### src/rtl/classify_ctrl_pkg.sv
// classify_ctrl_pkg: shared types and constants for the argmax sequencer.
// Holds the FSM state enum, the fixed class count, the class code width,
// the timeout class code and the default score width.
package classify_ctrl_pkg;

  typedef enum logic [1:0] {COLLECT, ISSUE, WAIT, OUTPUT} state_e;

  localparam int NUM_CLASS  = 10;   // comparator is 10-way, not tunable
  localparam int CLS_W      = 4;
  localparam int DEF_DATA_W = 30;

  localparam logic [CLS_W-1:0] CLS_TIMEOUT = 4'hF;

endpackage

### src/rtl/classify_ctrl_if.sv
// classify_ctrl_if: score stream, comparator and result channels of the
// argmax sequencer.
//   score_*        : inbound score stream (valid/ready, last marks 10th score)
//   cmp_*          : comparator side (packed scores, start pulse, result)
//   res_*, err_*   : outbound result (valid/ready) plus sticky error flags
//   label, acc_correct, res_match : only with CLASSIFY_ACC_CNT_EN defined
// Modports: slave = classify_ctrl, master = surrounding datapath.
interface classify_ctrl_if
  import classify_ctrl_pkg::*;
#(
  parameter int DATA_WIDTH = DEF_DATA_W,
  parameter int ID_WIDTH   = 16
);
  logic                            score_valid;
  logic                            score_ready;
  logic [DATA_WIDTH-1:0]           score_data;
  logic                            score_last;
  logic [DATA_WIDTH*NUM_CLASS-1:0] cmp_layer_out;
  logic                            cmp_valid;
  logic                            cmp_ready;
  logic [7:0]                      cmp_predict;
  logic                            res_valid;
  logic                            res_ready;
  logic [CLS_W-1:0]                res_class;
  logic [ID_WIDTH-1:0]             res_id;
  logic                            err_frame;
  logic                            err_timeout;
`ifdef CLASSIFY_ACC_CNT_EN
  logic [CLS_W-1:0]                label;
  logic [ID_WIDTH-1:0]             acc_correct;
  logic                            res_match;
`endif

  modport slave (
`ifdef CLASSIFY_ACC_CNT_EN
    input  label,
    output acc_correct, res_match,
`endif
    input  score_valid, score_data, score_last, cmp_ready, cmp_predict, res_ready,
    output score_ready, cmp_layer_out, cmp_valid, res_valid, res_class, res_id,
           err_frame, err_timeout
  );

  modport master (
`ifdef CLASSIFY_ACC_CNT_EN
    output label,
    input  acc_correct, res_match,
`endif
    output score_valid, score_data, score_last, cmp_ready, cmp_predict, res_ready,
    input  score_ready, cmp_layer_out, cmp_valid, res_valid, res_class, res_id,
           err_frame, err_timeout
  );

endinterface

### src/rtl/classify_ctrl_score_packer.sv
// classify_ctrl_score_packer: slot registers for one image's class scores.
//   clk, rst : clock, synchronous active-high reset (clears slots and idx)
//   wr_en    : write wr_data into slot idx and advance idx
//   wr_last  : score_last of the written score; restarts idx at 0
//   idx      : next slot to be written
//   vec      : packed slots, class k at [k*DATA_WIDTH +: DATA_WIDTH]
module classify_ctrl_score_packer
  import classify_ctrl_pkg::*;
#(
  parameter int DATA_WIDTH = DEF_DATA_W
) (
  input  logic                            clk,
  input  logic                            rst,
  input  logic                            wr_en,
  input  logic [DATA_WIDTH-1:0]           wr_data,
  input  logic                            wr_last,
  output logic [CLS_W-1:0]                idx,
  output logic [NUM_CLASS*DATA_WIDTH-1:0] vec
);

  logic [NUM_CLASS-1:0][DATA_WIDTH-1:0] slot;

  // An early last aborts the image; the stale slots are simply overwritten
  // by the next image, so only idx needs restarting.
  always_ff @(posedge clk) begin
    if (rst) begin
      slot <= '0;
      idx  <= '0;
    end else if (wr_en) begin
      slot[idx] <= wr_data;
      idx       <= (wr_last || idx == CLS_W'(NUM_CLASS-1)) ? '0 : idx + 1'b1;
    end
  end

  assign vec = slot;

endmodule

### src/rtl/classify_ctrl.sv
// classify_ctrl: sequencer for the 10-class argmax comparator.
// Collects 10 serial scores, pulses the comparator, waits (bounded by
// CMP_TIMEOUT, min 2) for its answer and hands the class downstream tagged
// with an image counter and sticky error flags.
//   clk, rst : clock, synchronous active-high reset
//   bus      : classify_ctrl_if.slave (score, comparator, result channels)
// Optional feature macro CLASSIFY_ACC_CNT_EN: label capture, res_match and
// the acc_correct counter.
module classify_ctrl
  import classify_ctrl_pkg::*;
#(
  parameter int DATA_WIDTH  = DEF_DATA_W,
  parameter int CMP_TIMEOUT = 8,
  parameter int ID_WIDTH    = 16
) (
  input  logic           clk,
  input  logic           rst,
  classify_ctrl_if.slave bus
);

  localparam int               CNT_W    = $clog2(CMP_TIMEOUT);
  localparam logic [CNT_W-1:0] CNT_LAST = CNT_W'(CMP_TIMEOUT-1);

  state_e              state, state_nxt;
  logic [CNT_W-1:0]    cnt;
  logic [CLS_W-1:0]    idx;
  logic [CLS_W-1:0]    res_class_q;
  logic [ID_WIDTH-1:0] res_id_q;
  logic                err_frame_q, err_timeout_q;
  logic                score_acc, last_slot, res_hs;
  logic                unused_predict_hi;

  // score_ready is held low while rst is asserted so every output reads 0
  // during reset, then rises as soon as rst drops.
  assign bus.score_ready = (state == COLLECT) & ~rst;
  assign bus.cmp_valid   = (state == ISSUE);
  assign bus.res_valid   = (state == OUTPUT);
  assign bus.res_class   = res_class_q;
  assign bus.res_id      = res_id_q;
  assign bus.err_frame   = err_frame_q;
  assign bus.err_timeout = err_timeout_q;

  assign score_acc = bus.score_valid & bus.score_ready;
  assign last_slot = (idx == CLS_W'(NUM_CLASS-1));
  assign res_hs    = bus.res_valid & bus.res_ready;

  assign unused_predict_hi = ^bus.cmp_predict[7:4];

  classify_ctrl_score_packer #(.DATA_WIDTH(DATA_WIDTH)) u_score_packer (
    .clk     (clk),
    .rst     (rst),
    .wr_en   (score_acc),
    .wr_data (bus.score_data),
    .wr_last (bus.score_last),
    .idx     (idx),
    .vec     (bus.cmp_layer_out)
  );

  always_comb begin
    state_nxt = state;
    case (state)
      COLLECT: if (score_acc && last_slot)                state_nxt = ISSUE;
      ISSUE:                                              state_nxt = WAIT;
      WAIT:    if (bus.cmp_ready || cnt == CNT_LAST)      state_nxt = OUTPUT;
      OUTPUT:  if (bus.res_ready)                         state_nxt = COLLECT;
      default:                                            state_nxt = COLLECT;
    endcase
  end

  always_ff @(posedge clk) begin
    if (rst) begin
      state         <= COLLECT;
      cnt           <= '0;
      res_class_q   <= '0;
      res_id_q      <= '0;
      err_frame_q   <= 1'b0;
      err_timeout_q <= 1'b0;
    end else begin
      state <= state_nxt;
      case (state)
        // last on a non-final slot (abort) or missing on slot 9: misframed
        COLLECT: if (score_acc && (bus.score_last != last_slot)) err_frame_q <= 1'b1;
        ISSUE:   cnt <= '0;
        WAIT: begin
          if (bus.cmp_ready) begin
            res_class_q <= bus.cmp_predict[CLS_W-1:0];
          end else if (cnt == CNT_LAST) begin
            res_class_q   <= CLS_TIMEOUT;
            err_timeout_q <= 1'b1;
          end else begin
            cnt <= cnt + 1'b1;
          end
        end
        OUTPUT:  if (res_hs) res_id_q <= res_id_q + 1'b1;
        default: ;
      endcase
    end
  end

`ifdef CLASSIFY_ACC_CNT_EN
  logic [CLS_W-1:0]    label_q;
  logic [ID_WIDTH-1:0] acc_q;

  assign bus.res_match   = (state == OUTPUT) && (res_class_q == label_q);
  assign bus.acc_correct = acc_q;

  always_ff @(posedge clk) begin
    if (rst) begin
      label_q <= '0;
      acc_q   <= '0;
    end else begin
      if (score_acc && idx == '0) label_q <= bus.label;
      if (res_hs && bus.res_match) acc_q  <= acc_q + 1'b1;
    end
  end
`endif

endmodule

### src/flat_wrapper.sv
// flat-port wrapper written by rule: the top's interface ports become plain ports
module classify_ctrl_flat import classify_ctrl_pkg::*;
#(
  parameter int DATA_WIDTH  = DEF_DATA_W,
  parameter int CMP_TIMEOUT = 8,
  parameter int ID_WIDTH    = 16
)
  (clk, rst, bus_score_valid, bus_score_data, bus_score_last, bus_cmp_ready, bus_cmp_predict, bus_res_ready, bus_score_ready, bus_cmp_layer_out, bus_cmp_valid, bus_res_valid, bus_res_class, bus_res_id, bus_err_frame, bus_err_timeout);
  classify_ctrl_if #(.DATA_WIDTH(DATA_WIDTH), .ID_WIDTH(ID_WIDTH)) bus_i ();
  input  logic clk;
  input  logic rst;
  input wire logic [$bits(bus_i.score_valid)-1:0] bus_score_valid;
  input wire logic [$bits(bus_i.score_data)-1:0] bus_score_data;
  input wire logic [$bits(bus_i.score_last)-1:0] bus_score_last;
  input wire logic [$bits(bus_i.cmp_ready)-1:0] bus_cmp_ready;
  input wire logic [$bits(bus_i.cmp_predict)-1:0] bus_cmp_predict;
  input wire logic [$bits(bus_i.res_ready)-1:0] bus_res_ready;
  output wire logic [$bits(bus_i.score_ready)-1:0] bus_score_ready;
  output wire logic [$bits(bus_i.cmp_layer_out)-1:0] bus_cmp_layer_out;
  output wire logic [$bits(bus_i.cmp_valid)-1:0] bus_cmp_valid;
  output wire logic [$bits(bus_i.res_valid)-1:0] bus_res_valid;
  output wire logic [$bits(bus_i.res_class)-1:0] bus_res_class;
  output wire logic [$bits(bus_i.res_id)-1:0] bus_res_id;
  output wire logic [$bits(bus_i.err_frame)-1:0] bus_err_frame;
  output wire logic [$bits(bus_i.err_timeout)-1:0] bus_err_timeout;
  assign bus_i.score_valid = bus_score_valid;
  assign bus_i.score_data = bus_score_data;
  assign bus_i.score_last = bus_score_last;
  assign bus_i.cmp_ready = bus_cmp_ready;
  assign bus_i.cmp_predict = bus_cmp_predict;
  assign bus_i.res_ready = bus_res_ready;
  assign bus_score_ready = bus_i.score_ready;
  assign bus_cmp_layer_out = bus_i.cmp_layer_out;
  assign bus_cmp_valid = bus_i.cmp_valid;
  assign bus_res_valid = bus_i.res_valid;
  assign bus_res_class = bus_i.res_class;
  assign bus_res_id = bus_i.res_id;
  assign bus_err_frame = bus_i.err_frame;
  assign bus_err_timeout = bus_i.err_timeout;
  classify_ctrl #(.DATA_WIDTH(DATA_WIDTH), .CMP_TIMEOUT(CMP_TIMEOUT), .ID_WIDTH(ID_WIDTH)) u_core (.clk(clk), .rst(rst), .bus(bus_i));
endmodule
### config.mk
export PLATFORM = sky130hd
export DESIGN_NAME = classify_ctrl_flat
export DESIGN_NICKNAME = d
export VERILOG_FILES = /design/src/rtl/classify_ctrl_pkg.sv /design/src/rtl/classify_ctrl_if.sv /design/src/rtl/classify_ctrl_score_packer.sv /design/src/rtl/classify_ctrl.sv /design/src/flat_wrapper.sv
export SDC_FILE = /design/constraint.sdc
export NUM_CORES = 1
export LEC_CHECK = 0
export CAP_MARGIN = 20
export CORE_UTILIZATION = 44
export CTS_BUF_LIST = sky130_fd_sc_hd__clkbuf_8
export CTS_CLUSTER_DIAMETER = 150
export DETAILED_ROUTE_END_ITERATION = 6
export PLACE_DENSITY_LB_ADDON = 0.15
export SLEW_MARGIN = 20
export SYNTH_ARGS = -nofsm -noshare
export SYNTH_HDL_FRONTEND = slang
export SYNTH_HIERARCHICAL = 1
export SYNTH_SLANG_ARGS = --single-unit
### constraint.sdc
create_clock -name clk -period 1.9 [get_ports clk]
set_input_delay 0.38 -clock clk [delete_from_list [all_inputs] [get_ports clk]]
set_output_delay 0.38 -clock clk [all_outputs]
set_load 0.01 [all_outputs]
==> run_results.csv, run 1 <==
group,metric,value,unit
sta,fin_ws,0.0389,ns
route,drt_iter0_markers,723,
finish,fin_cells,2266,
clock_tree,root_buffer,"clkbuf_8",
sta,setup_viol,0,
clock_tree,cts_inserted_buffers,54,
pwr,totalPowerFinal,13.7,mW
route,drc,0,
clock_tree,clkSinkCount,331,
pwr,switching_share,23.1,%
clock_tree,htree_levels,2,
route,antenna_left,0,
place,place_area,16400,µm²
route,via_count,11649,
pwr,clock_power_share,44.2,%
pwr,irDropWorstVdd,544,µV
clock_tree,worstSkewPairLatency,0.58,ns
logic_synthesis,syn_inst,1522,
global_route,antenna_found_initial,0,
worst_setup_path,end_kind,"output pin",
pwr,powerDensity,771,nW/µm²
route,vias_per_cell,5.14,
logic_synthesis,synth.top_cells.by_area,"dfxtp_1, nand2_1, a21oi_1",
place,dp_hpwl,26200,µm
route,drt-total-wl,39600,µm
finish,final_cell_mix,"nand2_1, dfxtp_1, a21oi_1",
sta,max_freq,537,MHz
die,io_pins,369,
sta,finalMaxSlewViolations,0,
sta,rsz0062_at_grt,"true",
sta,timing.final.crit_share,98.0,%
logic_synthesis,yosys.area.top_type,"dfxtp_1",
finish,final_util,66.0,%
pwr,power.leakage,8.30,nW
global_route,grt_use_total,27.3,%
pwr,pwr-share-seq,51.2,%
worst_setup_path,arrival,1.48,ns
min_path,holdCritPathClass,"in -> reg",
worst_setup_path,cp-startpoint,"u_core/state[0]",
sta,max-slew-margin-rel,43.5,%
worst_setup_path,critPathMaxFanout,3,
sta,whs,0.396,ns
place,gp_congestion,0.778,
min_path,hp-start,"bus_cmp_predict[3]",
status,status,"complete, no violations",
finish,nets,1940,
die,num_rows,60,
sta,tightest_slew,0.848,ns
job,maxCapViolCount,0,
sta,fin_crit,1.86,ns
logic_synthesis,synth_warnings,6,
pwr,intPower,10.5,mW
worst_setup_path,crit_required,1.52,ns
die,dieHeight,167,µm
sta,setup_tns,0,ns
pwr,p_sw,3.17,mW
die,die-area,28000,µm²
sta,hold_violations,0,
logic_synthesis,synth_nets,1577,
worst_setup_path,path_class,"reg -> out",
finish,layout_commonest_cell,"nand2_1",
global_route,grt_pass1_wl,60500,µm
route,wire_per_inst,17.5,µm
worst_setup_path,r2r-start,"u_core/state[0]",
die,initial_utilization,44.7,%
finish,fillCellCount,2292,
worst_setup_path,critPathLaunchType,"flop",
global_route,grt_pass1_vias,10858,
logic_synthesis,avgSynthCellArea,7.89,µm²
place,post-place-ws,-0.223,ns
die,die_w,167,µm
route,drt_pass1_iterations,7,
logic_synthesis,ys_seq_elements,331,
logic_synthesis,synth_top_cell_area_share,55.2,%
clock_tree,cts_tree,"done",
finish,antennaDiodeCount,0,
finish,syn_to_final_growth,47.8,%
logic_synthesis,yosysSeqAreaShare,55.2,%
place,io_buffers,364,
finish,design_area,17700,µm²
die,core_area,26900,µm²
global_route,grt_overflow,0,
logic_synthesis,synth_cell_types,42,
sta,finClkSkew,0.0162,ns
logic_synthesis,synth_area,12000,µm²
clock_tree,clk_pin_slew,0.06,ns
finish,drive_gt1_share,9.51,%
global_route,grt_max_degree,181,
pwr,combPwrFrac,4.6,%
place,dp_cells,2167,
clock_tree,cts.path.max_buffers,3,
## worst max-delay path, cell delays in order, from the launching register on
cell,delay [ns]
dfxtp_2,0.35
inv_2,0.05
ha_4,0.16
buf_6,0.11
nor2b_4,0.12
buf_6,0.11
## state kept, by name (all words and copies together) (netlist names)
name and cells:
u_core/cnt 3, u_core/bus.res_class 4, u_core/bus.res_id 16, u_core/u_score_packer/vec 300, u_core/bus.err_frame 1, u_core/state 2, u_core/bus.err_timeout 1, u_core/u_score_packer/idx 4
## power by group through the flow
stage	Combinational [mW]	Clock (mW)	Sequential, mW
global placement	0.622	0	7.16
CTS	0.631	6.16	7.01
global route	0.667	6.52	7.01
floorplan	0.266	0	7.17
finish	0.630	6.05	7.01
detailed placement	0.628	0	7.16
## synth_stat cells, drive strengths merged
library cell / number
or2: 1
nand2b: 5
buf: 31
a221o: 1
nand3b: 1
inv: 10
and4b: 6
and4bb: 5
mux2: 1
xnor2: 1
and3: 1
xor2: 9
clkbuf: 103
nand4bb: 4
nand4: 4
and2: 1
and3b: 2
ha: 11
nand2: 609
nor2b: 2
or3: 5
nor2: 20
or4: 1
nand4b: 6
nor4bb: 1
o21ai: 7
nor3b: 2
nor3: 8
a21oi: 313
o21bai: 1
a211oi: 1
and4: 3
o21a: 1
a31oi: 2
mux2i: 2
nand3: 10
dfxtp: 331
## per-layer routing
metal	share of wire [%]	vias up	global-route usage (%)	routed length [µm]
li1	-	5650	-	-
met1	41	5459	33.3	16200
met2	47	446	44.9	18500
met3	8.4	94	7.85	3310
met4	3.9	0	12.3	1560
met5	0	-	0	0
## logic make-up after synthesis
logic type	after synthesis	share of synthesized area (%)
and+or+nand+nor	697	24.2
DFF	331	55.2
AOI/OAI and AO/OA	326	13.7
adders and majority gates	11	1.15
xor gates and xnor gates	10	0.729
buffers and inverters	144	4.81
muxes	3	0.260
## final cells by class
class	instances	area, µm²	area share, %
Multi-Input combinational cell	1047	4870	27.4
Clock buffer	71	977	5.51
Clock inverter	25	98.8	0.557
Timing Repair Buffer	441	4710	26.5
Sequential cell	331	6630	37.4
Tap cell	341	427	2.40
Inverter	10	37.5	0.211
## timing repair
item                                    in CTS  in global routing
setup buffers                                0                  2
hold buffers                                 1                  0
endpoints found under the setup margin      41                160
pin swaps                                    1                  1
endpoints found under the hold margin        2                  0
gates resized for setup                     59                117
## final timing paths
path	to	slack [ns]	depth (start not counted)
min reg2reg	u_core/u_score_packer/vec[206]	0.45	2
min	u_core/bus.res_class[3]	0.40	3
max reg2reg	u_core/u_score_packer/vec[24]	0.11	8
max	bus_score_ready	0.04	5
No activity file was read; power rests on OpenSTA's default activity.
==> run 2: changes to the inputs <==
SLEW_MARGIN = 0   (was 20)
==> results of run 2 <==
Same layout as run 1: the final DEF is identical, and so are final timing and power.
==> run 3: changes to the inputs <==
SETUP_SLACK_MARGIN = 0.1   (was default)
==> run_results.csv, run 3 (synthesis results as in run 1) <==
group,metric,value,unit
status,status,"complete, no violations",
place,dp_cells,2165,
worst_setup_path,crit_chain,"inv_2 -> ha_4 -> and3b_2 -> buf_12 -> buf_6 -> and4bb_4 -> buf_6 -> clkbuf_16 -> nand2_1 -> a21oi_1",
route,antenna_left,0,
min_path,whs_path_depth,3,
worst_setup_path,cp_num_buf_inv,5,
min_path,hp-start,"rst",
global_route,grt_overflow,0,
route,drc,0,
finish,seq_area,6640,µm²
finish,drive_gt1_share,18.5,%
worst_setup_path,crit_required,2.39,ns
worst_setup_path,end_kind,"flop",
global_route,grt_pass1_wl,62000,µm
sta,fin_ws,0.00851,ns
clock_tree,cts.path.max_buffers,3,
sta,finalMaxSlewViolations,0,
finish,fin_cells,2301,
place,io_buffers,364,
die,initial_utilization,44.7,%
route,via_count,12001,
finish,fillCellCount,2233,
route,drt_pass1_iterations,5,
sta,fin_crit,1.89,ns
worst_setup_path,critical_path_cell_count,10,
sta,setup_viol,0,
pwr,p_sw,3.21,mW
route,wire_per_inst,19.0,µm
clock_tree,root_buffer,"clkbuf_8",
sta,max_freq,529,MHz
pwr,pwr-share-seq,51.2,%
place,dp_hpwl,26100,µm
pwr,powerDensity,737,nW/µm²
min_path,holdCritPathClass,"in -> reg",
route,vias_per_cell,5.22,
route,drt_iter0_markers,883,
pwr,intPower,10.5,mW
finish,nets,1983,
global_route,antenna_found_initial,0,
min_path,min_to,"u_core/bus.err_timeout",
place,post-place-ws,-0.205,ns
sta,max-slew-margin-rel,47.9,%
clock_tree,cts_inserted_buffers,54,
die,die_w,167,µm
clock_tree,worstSkewPairLatency,0.58,ns
sta,timing.final.crit_share,99.6,%
pwr,power.leakage,8.30,nW
sta,rsz0062_at_grt,"true",
die,core_area,26900,µm²
finish,antennaDiodeCount,0,
clock_tree,clkSinkCount,331,
worst_setup_path,cpMostUsedCell,"buf_6",
pwr,combPwrFrac,5.2,%
clock_tree,clk_pin_slew,0.06,ns
finish,syn_to_final_growth,54.6,%
finish,final_cell_mix,"nand2_1, dlygate4sd2_1, dfxtp_1",
worst_setup_path,arrival,2.38,ns
worst_setup_path,critPathTopFamily,"buffers and inverters",
global_route,grt_pass1_vias,10981,
sta,hold_violations,0,
finish,multiInputGateArea,5480,µm²
worst_setup_path,ff2ff_setup_slack,0.009,ns
global_route,grt_max_degree,149,
sta,finClkSkew,0.0304,ns
worst_setup_path,r2r_cells,10,
pwr,switching_share,23.4,%
finish,largest_register_ffs,300,
worst_setup_path,critPathSlowestCell,"dfxtp_2",
finish,design_area,18600,µm²
route,drt-total-wl,43600,µm
clock_tree,cts_tree,"done",
worst_setup_path,path_class,"reg -> reg",
die,num_rows,60,
die,die-area,28000,µm²
job,maxCapViolCount,0,
worst_setup_path,critPathLaunchType,"flop",
die,io_pins,369,
worst_setup_path,critPathMaxFanout,5,
die,dieHeight,167,µm
pwr,clock_power_share,43.6,%
sta,whs,0.323,ns
worst_setup_path,r2r-end,"u_core/u_score_packer/vec[43]",
sta,tightest_slew,0.781,ns
finish,final_util,69.1,%
worst_setup_path,r2r-start,"u_core/state[0]",
global_route,grt_use_total,28.3,%
finish,layout_commonest_cell,"nand2_1",
place,gp_congestion,0.794,
clock_tree,htree_levels,2,
place,place_area,16300,µm²
worst_setup_path,slowest_delay,0.32,ns
pwr,irDropWorstVdd,669,µV
[run 3: area by class of cell]
| class | instances | area share, % |
|---|---|---|
| Clock buffer | 70 | 5.19 |
| Timing Repair Buffer | 484 | 26.7 |
| Clock inverter | 18 | 0.377 |
| Multi-Input combinational cell | 1047 | 29.5 |
| Inverter | 10 | 0.202 |
| Sequential cell | 331 | 35.8 |
| Tap cell | 341 | 2.30 |
[run 3: through the flow]
step                setup TNS, ns  power (mW)
global placement           -18.29        7.78
global route               -0.643        14.1
floorplan                       0        7.44
detailed placement         -28.34        7.79
finish                          0        13.7
CTS                             0        13.7
[run 3: worst register-to-register path, delay by kind of cell (launching register included)]
kind	cells	cell delay (ns)
buffers and inverters	5	0.60
AND/OR/NAND/NOR	3	0.59
flip-flops	1	0.32
adder cells (fa/ha/maj)	1	0.14
AO/OA/AOI/OAI	1	0.14
[run 3: worst max path at each step]
| stage | endpoint | startpoint | slack [ns] |
|---|---|---|---|
| after floorplan | u_core/u_score_packer/idx[3] | u_core/state[0] | 0.11 |
| after global placement | u_core/u_score_packer/vec[120] | bus_score_valid | -0.20 |
| after detailed placement | u_core/u_score_packer/vec[124] | bus_score_valid | -0.21 |
| after CTS | bus_score_ready | u_core/state[1] | 0.001 |
| after global routing | u_core/u_score_packer/vec[62] | u_core/state[0] | -0.05 |
| final | u_core/u_score_packer/vec[43] | u_core/state[0] | 0.009 |
[run 3: timing repair]
action / in CTS / in global routing
pin swaps: 4 / 78
gates cloned: 7 / 17
setup buffers: 9 / 14
hold buffers: 1 / 0
hold endpoints to repair: 2 / 0
setup endpoints to repair: 559 / 296
gates resized for setup: 365 / 217
[run 3: layer usage]
metal | wire length [µm] | vias up | GRT usage [%]
met3 | 3430 | 101 | 6.90
met1 | 18100 | 5676 | 35.2
met4 | 1720 | 0 | 13.3
li1 | - | 5741 | -
met5 | 0 | - | 0
met2 | 20400 | 483 | 46.4
[run 3: power by group through the flow]
stage                     clock network, mW  logic, mW  registers (mW)
final                                  5.97      0.707            7.01
after global placement                    0      0.630            7.15
after detailed placement                  0      0.634            7.16
after global routing                   6.36      0.745            7.00
after floorplan                           0      0.266            7.17
after CTS                              6.04      0.636            7.00
